$ cat config.mk
export PLATFORM = sky130hd
export DESIGN_NAME = bus_arbiter_rr
export DESIGN_NICKNAME = d
export VERILOG_FILES = /design/src/rtl/bus_arb_pkg.sv /design/src/rtl/bus_arbiter_rr_checker.sv /design/src/rtl/bus_arbiter_rr_picker.sv /design/src/rtl/bus_arbiter_rr.sv
export SDC_FILE = /design/constraint.sdc
export NUM_CORES = 1
export LEC_CHECK = 0
export CELL_PAD_IN_SITES_DETAIL_PLACEMENT = 1
export CELL_PAD_IN_SITES_GLOBAL_PLACEMENT = 1
export CORE_AREA = 2 2 64 91
export CTS_BUF_LIST = sky130_fd_sc_hd__clkbuf_4
export DETAILED_ROUTE_END_ITERATION = 8
export DIE_AREA = 0 0 66 93
export HOLD_SLACK_MARGIN = 0.03
export PLACE_DENSITY = 0.64
export SYNTH_ARGS = -nofsm -noshare
export SYNTH_HDL_FRONTEND = slang
export SYNTH_SLANG_ARGS = --single-unit
$ cat constraint.sdc
create_clock -name clock -period 4.45 [get_ports clock]
set_input_delay 0.6675 -clock clock [delete_from_list [all_inputs] [get_ports clock]]
set_output_delay 0.6675 -clock clock [all_outputs]
set_load 0.01 [all_outputs]
$ cat src/rtl/bus_arb_pkg.sv
// -----------------------------------------------------------------------------
// bus_arb_pkg
//   Shared definitions for the round-robin bus arbiter:
//   - FSM state encoding (IDLE..RELEASE)
//   - watchdog counter width and its all-ones maximum
//   - owner index width (up to 8 masters)
//   - helper that tells whether a timeout value fits in the counter
// -----------------------------------------------------------------------------
package bus_arb_pkg;

    localparam int BUS_ARB_CNT_W = 13;
    localparam int BUS_ARB_IDX_W = 3;

    localparam logic [BUS_ARB_CNT_W-1:0] BUS_ARB_CNT_MAX = {BUS_ARB_CNT_W{1'b1}};

    typedef enum logic [2:0] {
        ST_IDLE       = 3'd0,
        ST_GRANT      = 3'd1,
        ST_WAIT_BEGIN = 3'd2,
        ST_BUSY       = 3'd3,
        ST_RELEASE    = 3'd4
    } bus_arb_state_e;

    // A timeout of N cycles is detected at count N-1, so N must be 1..max.
    function automatic logic bus_arb_fits_cnt(input int value);
        return (value >= 1) && (value <= int'(BUS_ARB_CNT_MAX));
    endfunction

endpackage

$ cat src/rtl/bus_arbiter_rr_checker.sv
// -----------------------------------------------------------------------------
// bus_arb_checker
//   Run-time assertions for bus_arbiter_rr: parameter ranges, counter fit,
//   grant vector at most one-hot, no grant while the bus is idle.
//   Ports: clock, reset, busGrants, busIdle (all inputs, observed only).
// -----------------------------------------------------------------------------
module bus_arb_checker
    import bus_arb_pkg::*;
#(
    parameter int nrOfMasters  = 4,
    parameter int beginTimeout = 16,
    parameter int busTimeout   = 4096
) (
    input logic                   clock,
    input logic                   reset,
    input logic [nrOfMasters-1:0] busGrants,
    input logic                   busIdle
);

    // Parameter and grant-shape checks, evaluated every cycle outside reset
    always @(posedge clock) begin
        if (!reset) begin
            assert ((nrOfMasters >= 2) && (nrOfMasters <= 8));
            assert (bus_arb_fits_cnt(beginTimeout) && bus_arb_fits_cnt(busTimeout));
            assert ($onehot0(busGrants));
            assert (!(busIdle && (busGrants != {nrOfMasters{1'b0}})));
        end
    end

endmodule

$ cat src/rtl/bus_arbiter_rr_picker.sv
// -----------------------------------------------------------------------------
// rr_picker
//   Combinational round-robin selection: the first requester at or after the
//   priority pointer, wrapping cyclically.
//   Ports:
//     requests     in   nrOfMasters   request levels
//     pointer      in   3             highest-priority master index
//     winnerOnehot out  nrOfMasters   one-hot winner (zero if no request)
//     winnerIdx    out  3             binary index of the winner
//     anyRequest   out  1             at least one request is pending
// -----------------------------------------------------------------------------
module rr_picker
    import bus_arb_pkg::*;
#(
    parameter int nrOfMasters = 4
) (
    input  logic [nrOfMasters-1:0]   requests,
    input  logic [BUS_ARB_IDX_W-1:0] pointer,
    output logic [nrOfMasters-1:0]   winnerOnehot,
    output logic [BUS_ARB_IDX_W-1:0] winnerIdx,
    output logic                     anyRequest
);

    logic [nrOfMasters-1:0] upper_mask_s;
    logic [nrOfMasters-1:0] upper_req_s;
    logic [nrOfMasters-1:0] pick_from_s;

    // Requesters at or above the pointer take precedence; if there are none the
    // search wraps to the full vector. Lowest set bit = x & -x.
    assign upper_mask_s = ~((nrOfMasters'(1) << pointer) - nrOfMasters'(1));
    assign upper_req_s  = requests & upper_mask_s;
    assign pick_from_s  = (upper_req_s != {nrOfMasters{1'b0}}) ? upper_req_s : requests;
    assign winnerOnehot = pick_from_s & (~pick_from_s + nrOfMasters'(1));
    assign anyRequest   = |requests;

    // One-hot to binary index conversion of the winner
    always_comb begin
        winnerIdx = {BUS_ARB_IDX_W{1'b0}};
        for (int j = 0; j < nrOfMasters; j++) begin
            winnerIdx = winnerOnehot[j] ? BUS_ARB_IDX_W'(j) : winnerIdx;
        end
    end

endmodule

$ cat src/rtl/bus_arbiter_rr.sv
// -----------------------------------------------------------------------------
// bus_arbiter_rr
//   Round-robin arbiter for the shared system bus with begin/end tracking and
//   two watchdogs (grant-without-begin, transaction-without-end).
//   Ports:
//     clock, reset (sync, active-high)
//     busRequests        in   per-master request level
//     busGrants          out  one-hot single-cycle grant pulse (also mux select)
//     beginTransactionIn in   OR of all masters' begin strobes
//     endTransactionIn   in   OR of all masters' end strobes
//     busErrorIn         in   slave-side error
//     busErrorOut        out  registered (busErrorIn while owned) | watchdog pulse
//     activeMaster       out  owner index, valid while busIdle=0
//     busIdle            out  1 when no master owns the bus
//   Timing: WAIT_BEGIN lasts at most beginTimeout cycles; BUSY raises the
//   watchdog after busTimeout cycles and gives up after a second busTimeout.
// -----------------------------------------------------------------------------
module bus_arbiter_rr #(
    parameter int nrOfMasters  = 4,
    parameter int beginTimeout = 16,
    parameter int busTimeout   = 4096
) (
    input  logic                   clock,
    input  logic                   reset,
    input  logic [nrOfMasters-1:0] busRequests,
    output logic [nrOfMasters-1:0] busGrants,
    input  logic                   beginTransactionIn,
    input  logic                   endTransactionIn,
    input  logic                   busErrorIn,
    output logic                   busErrorOut,
    output logic [2:0]             activeMaster,
    output logic                   busIdle
);
    import bus_arb_pkg::*;

    localparam logic [BUS_ARB_CNT_W-1:0] BEGIN_LAST = BUS_ARB_CNT_W'(beginTimeout - 1);
    localparam logic [BUS_ARB_CNT_W-1:0] BUS_LAST   = BUS_ARB_CNT_W'(busTimeout - 1);
    localparam logic [BUS_ARB_IDX_W-1:0] LAST_IDX   = BUS_ARB_IDX_W'(nrOfMasters - 1);

    bus_arb_state_e             state_r, state_next_s;
    logic [BUS_ARB_CNT_W-1:0]   cnt_r;
    logic                       timed_out_r;
    logic [BUS_ARB_IDX_W-1:0]   pointer_r, pointer_next_s;
    logic [nrOfMasters-1:0]     grants_r, grants_next_s;
    logic [BUS_ARB_IDX_W-1:0]   active_r, active_next_s;
    logic                       idle_r, idle_next_s;
    logic                       err_r, err_next_s;
    logic [nrOfMasters-1:0]     winner_onehot_s;
    logic [BUS_ARB_IDX_W-1:0]   winner_idx_s;
    logic                       any_request_s;
    logic                       begin_expired_s, bus_expired_s, wd_pulse_s;

    rr_picker #(.nrOfMasters(nrOfMasters)) u_picker (
        .requests     (busRequests),
        .pointer      (pointer_r),
        .winnerOnehot (winner_onehot_s),
        .winnerIdx    (winner_idx_s),
        .anyRequest   (any_request_s)
    );

    bus_arb_checker #(
        .nrOfMasters  (nrOfMasters),
        .beginTimeout (beginTimeout),
        .busTimeout   (busTimeout)
    ) u_checker (
        .clock     (clock),
        .reset     (reset),
        .busGrants (grants_r),
        .busIdle   (idle_r)
    );

    assign begin_expired_s = (cnt_r == BEGIN_LAST);
    assign bus_expired_s   = (cnt_r == BUS_LAST);

    // State register
    always_ff @(posedge clock) begin
        if (reset) begin
            state_r <= ST_IDLE;
        end else begin
            state_r <= state_next_s;
        end
    end

    // Next-state logic; also decides the one-shot watchdog pulse in BUSY
    always_comb begin
        state_next_s = state_r;
        wd_pulse_s   = 1'b0;
        case (state_r)
            ST_IDLE: begin
                if (any_request_s) begin
                    state_next_s = ST_GRANT;
                end else begin
                    state_next_s = ST_IDLE;
                end
            end
            ST_GRANT: begin
                state_next_s = ST_WAIT_BEGIN;
            end
            ST_WAIT_BEGIN: begin
                // begin and end in one cycle is a complete zero-length transfer
                if (beginTransactionIn && endTransactionIn) begin
                    state_next_s = ST_RELEASE;
                end else if (beginTransactionIn) begin
                    state_next_s = ST_BUSY;
                end else if (begin_expired_s) begin
                    state_next_s = ST_RELEASE;
                end else begin
                    state_next_s = ST_WAIT_BEGIN;
                end
            end
            ST_BUSY: begin
                // an end coinciding with the expiry wins: release, no error
                if (endTransactionIn) begin
                    state_next_s = ST_RELEASE;
                end else if (bus_expired_s && timed_out_r) begin
                    state_next_s = ST_RELEASE;
                end else begin
                    state_next_s = ST_BUSY;
                    wd_pulse_s   = bus_expired_s & ~timed_out_r;
                end
            end
            ST_RELEASE: begin
                state_next_s = ST_IDLE;
            end
            default: begin
                state_next_s = ST_IDLE;
            end
        endcase
    end

    // Watchdog counter: saturating, cleared on state entry and restarted
    // after the first BUSY expiry so the second expiry measures a full period
    always_ff @(posedge clock) begin
        if (reset) begin
            cnt_r       <= {BUS_ARB_CNT_W{1'b0}};
            timed_out_r <= 1'b0;
        end else if (state_next_s != state_r) begin
            cnt_r       <= {BUS_ARB_CNT_W{1'b0}};
            timed_out_r <= 1'b0;
        end else if (wd_pulse_s) begin
            cnt_r       <= {BUS_ARB_CNT_W{1'b0}};
            timed_out_r <= 1'b1;
        end else if (cnt_r != BUS_ARB_CNT_MAX) begin
            cnt_r       <= cnt_r + BUS_ARB_CNT_W'(1);
            timed_out_r <= timed_out_r;
        end else begin
            cnt_r       <= cnt_r;
            timed_out_r <= timed_out_r;
        end
    end

    // Output next-values: grant pulse leaving IDLE, pointer update in GRANT
    always_comb begin
        grants_next_s  = {nrOfMasters{1'b0}};
        active_next_s  = active_r;
        pointer_next_s = pointer_r;
        if ((state_r == ST_IDLE) && any_request_s) begin
            grants_next_s = winner_onehot_s;
            active_next_s = winner_idx_s;
        end else begin
            grants_next_s = {nrOfMasters{1'b0}};
            active_next_s = active_r;
        end
        if (state_r == ST_GRANT) begin
            pointer_next_s = (active_r == LAST_IDX) ? {BUS_ARB_IDX_W{1'b0}}
                                                    : active_r + BUS_ARB_IDX_W'(1);
        end else begin
            pointer_next_s = pointer_r;
        end
        idle_next_s = (state_next_s == ST_IDLE) || (state_next_s == ST_RELEASE);
        err_next_s  = (busErrorIn & ~idle_r) | wd_pulse_s;
    end

    // Output and pointer registers
    always_ff @(posedge clock) begin
        if (reset) begin
            grants_r  <= {nrOfMasters{1'b0}};
            active_r  <= {BUS_ARB_IDX_W{1'b0}};
            pointer_r <= {BUS_ARB_IDX_W{1'b0}};
            idle_r    <= 1'b1;
            err_r     <= 1'b0;
        end else begin
            grants_r  <= grants_next_s;
            active_r  <= active_next_s;
            pointer_r <= pointer_next_s;
            idle_r    <= idle_next_s;
            err_r     <= err_next_s;
        end
    end

    assign busGrants    = grants_r;
    assign activeMaster = active_r;
    assign busIdle      = idle_r;
    assign busErrorOut  = err_r;

endmodule
# Word-level counts from Yosys, hierarchy flattened
# Cells that the tools add are included.
dict set report totals {
  reg_bits 29
  inputBits 9
  output_inout_bits 9
  wordCells 58
}
dict set report classes {
  addsub 4
  eq_ne 9
  n_shift 1
  n_mux 15
  bitwise_logic 10
  n_reduce_logical 11
}
# operator n
set op_table {}
lappend op_table {{two-way mux 3 bit} 8}
lappend op_table {{adder 13 x 1 -> 13 bit, second input constant} 1}
lappend op_table {{equality test 13 x 12 -> 1 bit, second input constant} 1}
lappend op_table {{equality test 13 x 4 -> 1 bit, second input constant} 1}
lappend op_table {{inequality test 13 bit, second input constant} 1}
lappend op_table {{case mux 3 bit (4 select lines)} 1}
lappend op_table {{equality test 3 x 2 -> 1 bit, second input constant} 3}
lappend op_table {{bitwise AND 4 bit} 2}
lappend op_table {{inverter 4 bit} 2}
lappend op_table {{zero test 3 bit} 2}
lappend op_table {{two-way mux 1 bit} 5}
lappend op_table {{adder 4 x 1 -> 4 bit, second input constant} 1}
lappend op_table {{two-way mux 4 bit} 1}
lappend op_table {{nonzero test 4 bit} 1}
lappend op_table {{OR reduction 2 bit} 2}
lappend op_table {{OR reduction 4 bit} 1}
lappend op_table {{<< shifter 1 x 3 -> 4 bit, first input constant} 1}
lappend op_table {{subtractor 4 x 2 -> 4 bit, second input constant} 1}
lappend op_table {{adder 3 x 1 -> 3 bit, second input constant} 1}
lappend op_table {{equality test 3 x 1 -> 1 bit, second input constant} 1}
lappend op_table {{equality test 3 bit, second input constant} 1}
lappend op_table {{logical AND 1 bit} 3}
lappend op_table {{inequality test 3 bit} 1}
lappend op_table {{inverter 1 bit} 3}
lappend op_table {{4 further kinds} 5}

# Depth between registers and ports, before layout
# Gate-level depths: netlist (run 1).
dict set report logic_depth {
  depth_word 12
  depth_mapped 7
  depth_no_buf 7
}

# Modules after synthesis
# From an unflattened synthesis (run 1), not the netlist that was laid out.
dict set report unflattened {
  cells_unflattened 190
  area_unflattened_um2 1610.3
}
# mod instances cells_each area_each_um2 seq_area_each_um2
set modules_own_cells {}
lappend modules_own_cells {bus_arbiter_rr 1 147 1340.0 580.6}
lappend modules_own_cells {rr_picker 1 43 270.3 0.0}

# Least setup slack after synthesis (run 1)
# Ideal clock, no wire load.
dict set report synth_path {
  path_type {input port to flip-flop}
  startpoint {in endTransactionIn}
  endpoint {reg cnt_r[10]}
  setup_time_ns 0.123
  t_arrival_ns 1.755
  required_time_ns 4.327
  setup_slack_ns 2.572
  path_stages 6
  path_buffers 1
  path_cell_list {or3b_2 -> a22oi_1 -> nor2_1 -> nand2_1 -> buf_2 -> nor3_2}
}
dict set report synth_between {
  elab_chain_cells 5
  word_cells_on_any_way 8
  cone_classes {eq/ne (1); mux (5); reduce/logical (2)}
}
# item line
set synth_rtl {}
lappend synth_rtl {{from (decl)} bus_arbiter_rr.sv:28} ;# input logic endTransactionIn,
lappend synth_rtl {{logical AND 1 bit} bus_arbiter_rr.sv:101} ;# if (beginTransactionIn && endTransactionIn) begin
lappend synth_rtl {{two-way mux 3 bit} bus_arbiter_rr.sv:101}
lappend synth_rtl {{case mux 3 bit (4 select lines)} bus_arbiter_rr.sv:88} ;# case (state_r)
lappend synth_rtl {{inequality test 3 bit} bus_arbiter_rr.sv:137} ;# end else if (state_next_s != state_r) begin
lappend synth_rtl {{OR reduction 3 bit (no source line) (*)} n/a}
lappend synth_rtl {{to (signal assigned)} bus_arbiter_rr.sv:135} ;# cnt_r <= {BUS_ARB_CNT_W{1'b0}};
lappend synth_rtl {{to (signal assigned)} bus_arbiter_rr.sv:138} ;# cnt_r <= {BUS_ARB_CNT_W{1'b0}};
lappend synth_rtl {{to (signal assigned)} bus_arbiter_rr.sv:141} ;# cnt_r <= {BUS_ARB_CNT_W{1'b0}};
lappend synth_rtl {{to (decl)} bus_arbiter_rr.sv:41} ;# logic [BUS_ARB_CNT_W-1:0] cnt_r;
# Mark *: on every way between the ends. The rest lies on a longest branch, timed or not.
# A chain may end at the register's enable or synchronous reset.

# Worst setup path in the final report (run 1)
dict set report layout_path {
  startpoint {in busRequests[1]}
  endpoint {reg cnt_r[8]}
}
dict set report layout_between {
  elab_chain_cells 5
}
# item line
set layout_rtl {}
lappend layout_rtl {{from (decl)} bus_arbiter_rr.sv:25} ;# input logic [nrOfMasters-1:0] busRequests,
lappend layout_rtl {{OR reduction 4 bit} bus_arbiter_rr_picker.sv:34} ;# assign anyRequest = |requests;
lappend layout_rtl {{two-way mux 1 bit} bus_arbiter_rr.sv:90} ;# if (any_request_s) begin
lappend layout_rtl {{case mux 3 bit (4 select lines)} bus_arbiter_rr.sv:88}
lappend layout_rtl {{inequality test 3 bit} bus_arbiter_rr.sv:137}
lappend layout_rtl {{OR reduction 3 bit (no source line)} n/a}
# No other way between the ends.

==> impl_metrics.toml, run 1 <==
[synth]
ys_types = 47
ys_seq_area_frac = 0.361
async_flop_share = 0
yosysWarnings = 0
synth_area_leaders = "dfxtp_1 36%, nor3_2 6.7%, nor2_1 5.3%"
syn-cell-area_sq_mm = 0.00150
yosys.area.top_type = "dfxtp_1"
ys_ff_latch = 27
synthFlopType = "dfxtp_1"
syn_avg_cell_area_sq_um = 9.31
syn-instance-count = 161
synth-edff-count = 0
synth_top_area_share = 0.361
synth_nets = 173

[clocking]
clk_pin_slew_worst_paths_ns = 0.14
ctsHoldBuffers = 0
clock_path_buffers = 2
clk_latency_ns = 0.34
cts_tree = "yes"
htree_levels = 1
numClockSinks = 27
root_buffer = "clkbuf_4"
cts_buffers = 3
postCtsSetupBuffers = 0
postCtsResizedCells = 0

[setup_path]
crit_path_top_delay_cell = "clkdlybuf4s50_1"
path_cells = "clkdlybuf4s50_1, nor4_2, a22oi_1, nor2_1, nand2_1, a2111oi_2"
crit_family = "simple AND/OR/NAND/NOR gates"
crit_arrival_ns = 2.69
end_kind = "register"
crit_buf_inv = 1
crit_path_max_incr_delay_ns = 0.52
path_class = "primary input to register"
worst_ep_required_time_ns = 4.68
crit_fanout = 13
start_kind = "primary input"

[route]
drc = 0
first_pass_iters = 3
wl_per_cell_um = 14.6
ant_nets = 0
vias = 1212
routed_wl_um = 3550
drt-initial-drc-count = 57
routed_via_density = 4.97

[cells_and_area]
drive_gt1_frac = 0.142
antenna_cells = 0
final_nets = 189
areaGrowthSynthToFinish_pct = 15.7

[sta]
setup_viol = 0
whs_ns = 0.521
max_freq_mhz = 406
slew_headroom = 0.422
fin_setup_tns_ns = 0
finClkSkew_ns = 0.0188
slew_violations = 0
rsz0062_at_grt = "false"
setup_ws_ns = 1.99
finalCritPeriodShare = 0.554
layout_min_cycle_time_ns = 2.46
worstMarginPinSlew_ns = 0.867
final_hold_viol_count = 0

[floorplan]
dieArea_sq_mm = 0.00614
fp-row-count = 32
core_sq_mm = 0.00537
die_w_um = 66
start_util = 0.279
fp.dieH_um = 93
ioPinCount = 18

[outcome]
status = "complete, no violations"

[global_route]
grt_max_degree = 17
grt_pass1_vias = 1266
grt_overflow_total = 0
grt_pass1_wl_um = 6100
grt_usage = 0.126
antenna_found_initial = 0

[power]
leakagePower_uw = 0.000569
power.density_mw_per_mm2 = 349
ir_worst_vdd_mv = 0.0788

[placement]
gp_congestion = 0.717
port-buffer-count = 16
place_ws_ns = 1.64
dp_hpwl_um = 2690

[run]
max-cap-violations = 0

[worst_hold_path]
hp-class = "register to register"
[per-stage QoR]
step	cells	instance area, sq um	power (uW)	utilization
floorplan	161	1500	432	-
global placement	240	1700	498	0.318
detailed placement	240	1700	500	0.318
CTS	244	1730	615	0.323
global route	244	1730	653	0.323
finish	244	1730	605	0.323
[Yosys cell counts, types with 2 or more instances]
master / number
dfxtp_1: 27
nor2_1: 21
nor3_2: 10
nand2_1: 9
xnor2_1: 8
a21oi_1: 7
nor4_1: 7
nor3_1: 6
nand3_1: 5
inv_1: 4
nand3b_1: 4
nor3b_1: 4
o21a_1: 4
ha_1: 3
mux2i_1: 3
nand2b_1: 3
nor4_2: 3
buf_2: 2
buf_4: 2
or2_1: 2
[state kept, by name, indices dropped and copies added, names as in the netlist]
signal,count
busIdle,1
state_r,3
activeMaster,2
busErrorOut,1
cnt_r,13
busGrants,4
pointer_r,2
timed_out_r,1
[final timing paths]
path	from	endpoint	slack (ns)	cells past startpoint
max	busRequests[1]	cnt_r[8]	1.99	6
min	activeMaster[0]	activeMaster[0]	0.52	2
max reg2reg	pointer_r[0]	busGrants[2]	2.11	7
min reg2reg	activeMaster[0]	activeMaster[0]	0.52	2
[worst min-delay path, stage by stage (launching register included)]
cell	delay [ns]
dfxtp_1	0.37
nand2_1	0.07
a21oi_1	0.05
[layer usage]
| metal | part of all wire | wire length [um] | track usage |
|---|---|---|---|
| met4 | 0.0090 | 32 | 0.0391 |
| met1 | 0.41 | 1470 | 0.139 |
| met5 | 0 | 0 | 0 |
| met3 | 0.025 | 89 | 0.0168 |
| met2 | 0.55 | 1960 | 0.241 |
[final cells by class]
| class | instances | area (sq um) |
|---|---|---|
| repair buffers | 16 | 160 |
| inverters | 4 | 15.0 |
| well taps | 68 | 85.1 |
| multi-input cells | 125 | 903 |
| fillers | 652 | 3630 |
| clock buffers | 3 | 22.5 |
| clock inverters | 1 | 7.51 |
| flip-flops and latches | 27 | 541 |
[cell usage in the layout, fill, tap and decap left out, drive strengths merged, types with 4 or more instances in the layout]
cell           instances
nor4                  11
dfxtp                 27
nor3                  16
nand3                  5
nand2                  9
clkdlybuf4s50         16
o21a                   4
nor3b                  4
nor2                  21
nand3b                 4
xnor2                  8
a21oi                  7
inv                    4
[report_power, final]
part / total, uW / switching (uW) / internal [uW]
logic: 201 / 110 / 91.0
registers: 290 / 24.3 / 266
clock network: 113 / 78.7 / 34.4
[kinds of logic after synthesis]
group	share of synthesized area
multiplexers	0.0200
XOR/XNOR	0.0526
flip-flops	0.361
AND/OR/NAND/NOR	0.371
other	0.00250
buffers and inverters	0.0367
AO/OA/AOI/OAI	0.131
adder cells (fa/ha/maj)	0.0250
Power figures use the tool's default switching activity.
==> run 2, diff against run 1 <==
==> constraint.sdc (replaced) <==
create_clock -name clock -period 2.3 [get_ports clock]
set_input_delay 0.345 -clock clock [delete_from_list [all_inputs] [get_ports clock]]
set_output_delay 0.345 -clock clock [all_outputs]
set_load 0.01 [all_outputs]
==> run 2 against run 1 <==
Clock skew grew 0.0011 ns. Combinational power grew 100%. Sequential share of layout area down 1.9 points. Worst hold slack worse by 0.0098 ns. Sequential cell count unchanged. Die area unchanged. First-iteration DRC count grew 19%. Final cell count increased by 6.1%. Non-clock buffer count increased by 15. Clock power up 89%. Power grew 96%. Critical path depth rose by 1. Critical path type is now register to register. Largest cell class unchanged. Largest power group unchanged. Highest routed layer unchanged.
==> impl_metrics.toml, run 2 (synthesized netlist as in run 1, its figures left out) <==
[cells_and_area]
final_cells = 259
drive_gt1_frac = 0.209
largest_reg_flops = 13
antenna_cells = 0
regMostFlops = "cnt_r"
utilization = 0.344
areaGrowthSynthToFinish_pct = 23.2
final_common_cell = "dfxtp_1"
stdcell_area_sq_mm = 0.00185
final_nets = 204
layout_common_cells = "27 x dfxtp_1, 21 x nor2_1, 16 x clkdlybuf4s50_1"

[sta]
fin_setup_tns_ns = 0
finClkSkew_ns = 0.0199
whs_ns = 0.512
slew_violations = 0
finalCritPeriodShare = 0.917
setup_viol = 0
slew_headroom = 0.652
rsz0062_at_grt = "false"
final_hold_viol_count = 0
layout_min_cycle_time_ns = 2.11
max_freq_mhz = 474
worstMarginPinSlew_ns = 0.520

[global_route]
grt_pass1_vias = 1312
grt_max_degree = 17
antenna_found_initial = 0
grt_usage = 0.125
grt_pass1_wl_um = 5950
grt_overflow_total = 0

[floorplan]
fp.dieH_um = 93
dieArea_sq_mm = 0.00614
start_util = 0.279
ioPinCount = 18
core_sq_mm = 0.00537
die_w_um = 66
fp-row-count = 32

[setup_path]
crit_buf_inv = 1
crit_fanout = 5
crit_path_top_delay_cell = "dfxtp_1"
crit_family = "simple AND/OR/NAND/NOR gates"
path_cells = "nor2_1, inv_1, ha_1, xnor2_1, a21oi_1, o21a_1, nor4_1"
crit_arrival_ns = 2.34
end_kind = "register"
worst_ep_required_time_ns = 2.53
crit_path_max_incr_delay_ns = 0.37
start_kind = "register"
path_class = "register to register"

[placement]
placed_area_sq_mm = 0.00182
gp_congestion = 0.741
dp_hpwl_um = 2980
dp.cells = 255
port-buffer-count = 16

[route]
routed_via_density = 4.93
vias = 1277
first_pass_iters = 4
ant_nets = 0
routed_wl_um = 3630
drt-initial-drc-count = 68
wl_per_cell_um = 14.0
drc = 0

[clocking]
ctsHoldBuffers = 0
clk_pin_slew_worst_paths_ns = 0.16
cts_tree = "yes"
cts_buffers = 3
htree_levels = 1
root_buffer = "clkbuf_4"
clock_path_buffers = 2
postCtsResizedCells = 0
clk_latency_ns = 0.34
numClockSinks = 27
postCtsSetupBuffers = 0

[run]
max-cap-violations = 0

[power]
p_clk_frac = 0.181
p_switching_uw = 407
power.density_mw_per_mm2 = 641
swShare = 0.344
ir_worst_vdd_mv = 0.198
comb_power_share = 0.346
leakagePower_uw = 0.000643
internal-power_uw = 777
seq_power_share = 0.474

[outcome]
status = "complete, no violations"

[worst_hold_path]
hp-class = "register to register"
-- run 2: path summary, 6_finish.rpt --
| path | from | to | slack [ns] | cells past startpoint |
|---|---|---|---|---|
| worst max-delay path | pointer_r[0] | busGrants[2] | 0.19 | 7 |
| worst max register to register | pointer_r[0] | busGrants[2] | 0.19 | 7 |
| worst min register to register | activeMaster[0] | activeMaster[0] | 0.51 | 2 |
| worst min-delay path | activeMaster[0] | activeMaster[0] | 0.51 | 2 |
-- run 2: area by class of cell --
| cell class | count | area [sq um] |
|---|---|---|
| fillers | 648 | 3520 |
| multi-input cells | 125 | 903 |
| flip-flops and latches | 27 | 541 |
| repair buffers | 31 | 273 |
| well taps | 68 | 85.1 |
| clock buffers | 3 | 22.5 |
| inverters | 4 | 15.0 |
| clock inverters | 1 | 7.51 |
-- run 2: power by group through the flow --
stage,clock [uW],combinational (uW),sequential [uW]
finish,214,409,561
global route,247,452,569
CTS,230,417,561
detailed placement,0,415,572
global placement,0,410,571
floorplan,0,269,566
-- run 2: routing by layer --
| layer | GRT usage | routed length [um] | up-vias |
|---|---|---|---|
| met1 | 0.126 | 1400 | 614 |
| met3 | 0.0156 | 88 | 6 |
| met5 | 0 | 0 | - |
| li1 | - | - | 641 |
| met2 | 0.253 | 2070 | 16 |
| met4 | 0.0442 | 74 | 0 |
-- run 2: worst register-to-register path: stages (launching register included) --
cell and delay, ns:
dfxtp_1 0.37, nor2_1 0.27, inv_1 0.13, ha_1 0.22, xnor2_1 0.27, a21oi_1 0.19, o21a_1 0.22, nor4_1 0.35
-- run 2: stage by stage --
stage                     power (uW)  setup WS (ns)
final                           1180          0.191
after global routing            1270         0.0102
after CTS                       1210          0.156
after detailed placement         987          0.150
after global placement           982          0.153
after floorplan                  836          0.557
==> run 3, diff against run 2 <==
--- a/config.mk
+++ b/config.mk
@@ -11,7 +11,7 @@
 export CTS_BUF_LIST = sky130_fd_sc_hd__clkbuf_4
 export DETAILED_ROUTE_END_ITERATION = 8
 export DIE_AREA = 0 0 66 93
-export HOLD_SLACK_MARGIN = 0.03
+export HOLD_SLACK_MARGIN = 0.06
 export PLACE_DENSITY = 0.64
 export SYNTH_ARGS = -nofsm -noshare
 export SYNTH_HDL_FRONTEND = slang
==> results of run 3 <==
Final layout, timing and power as in run 2 (identical DEF).
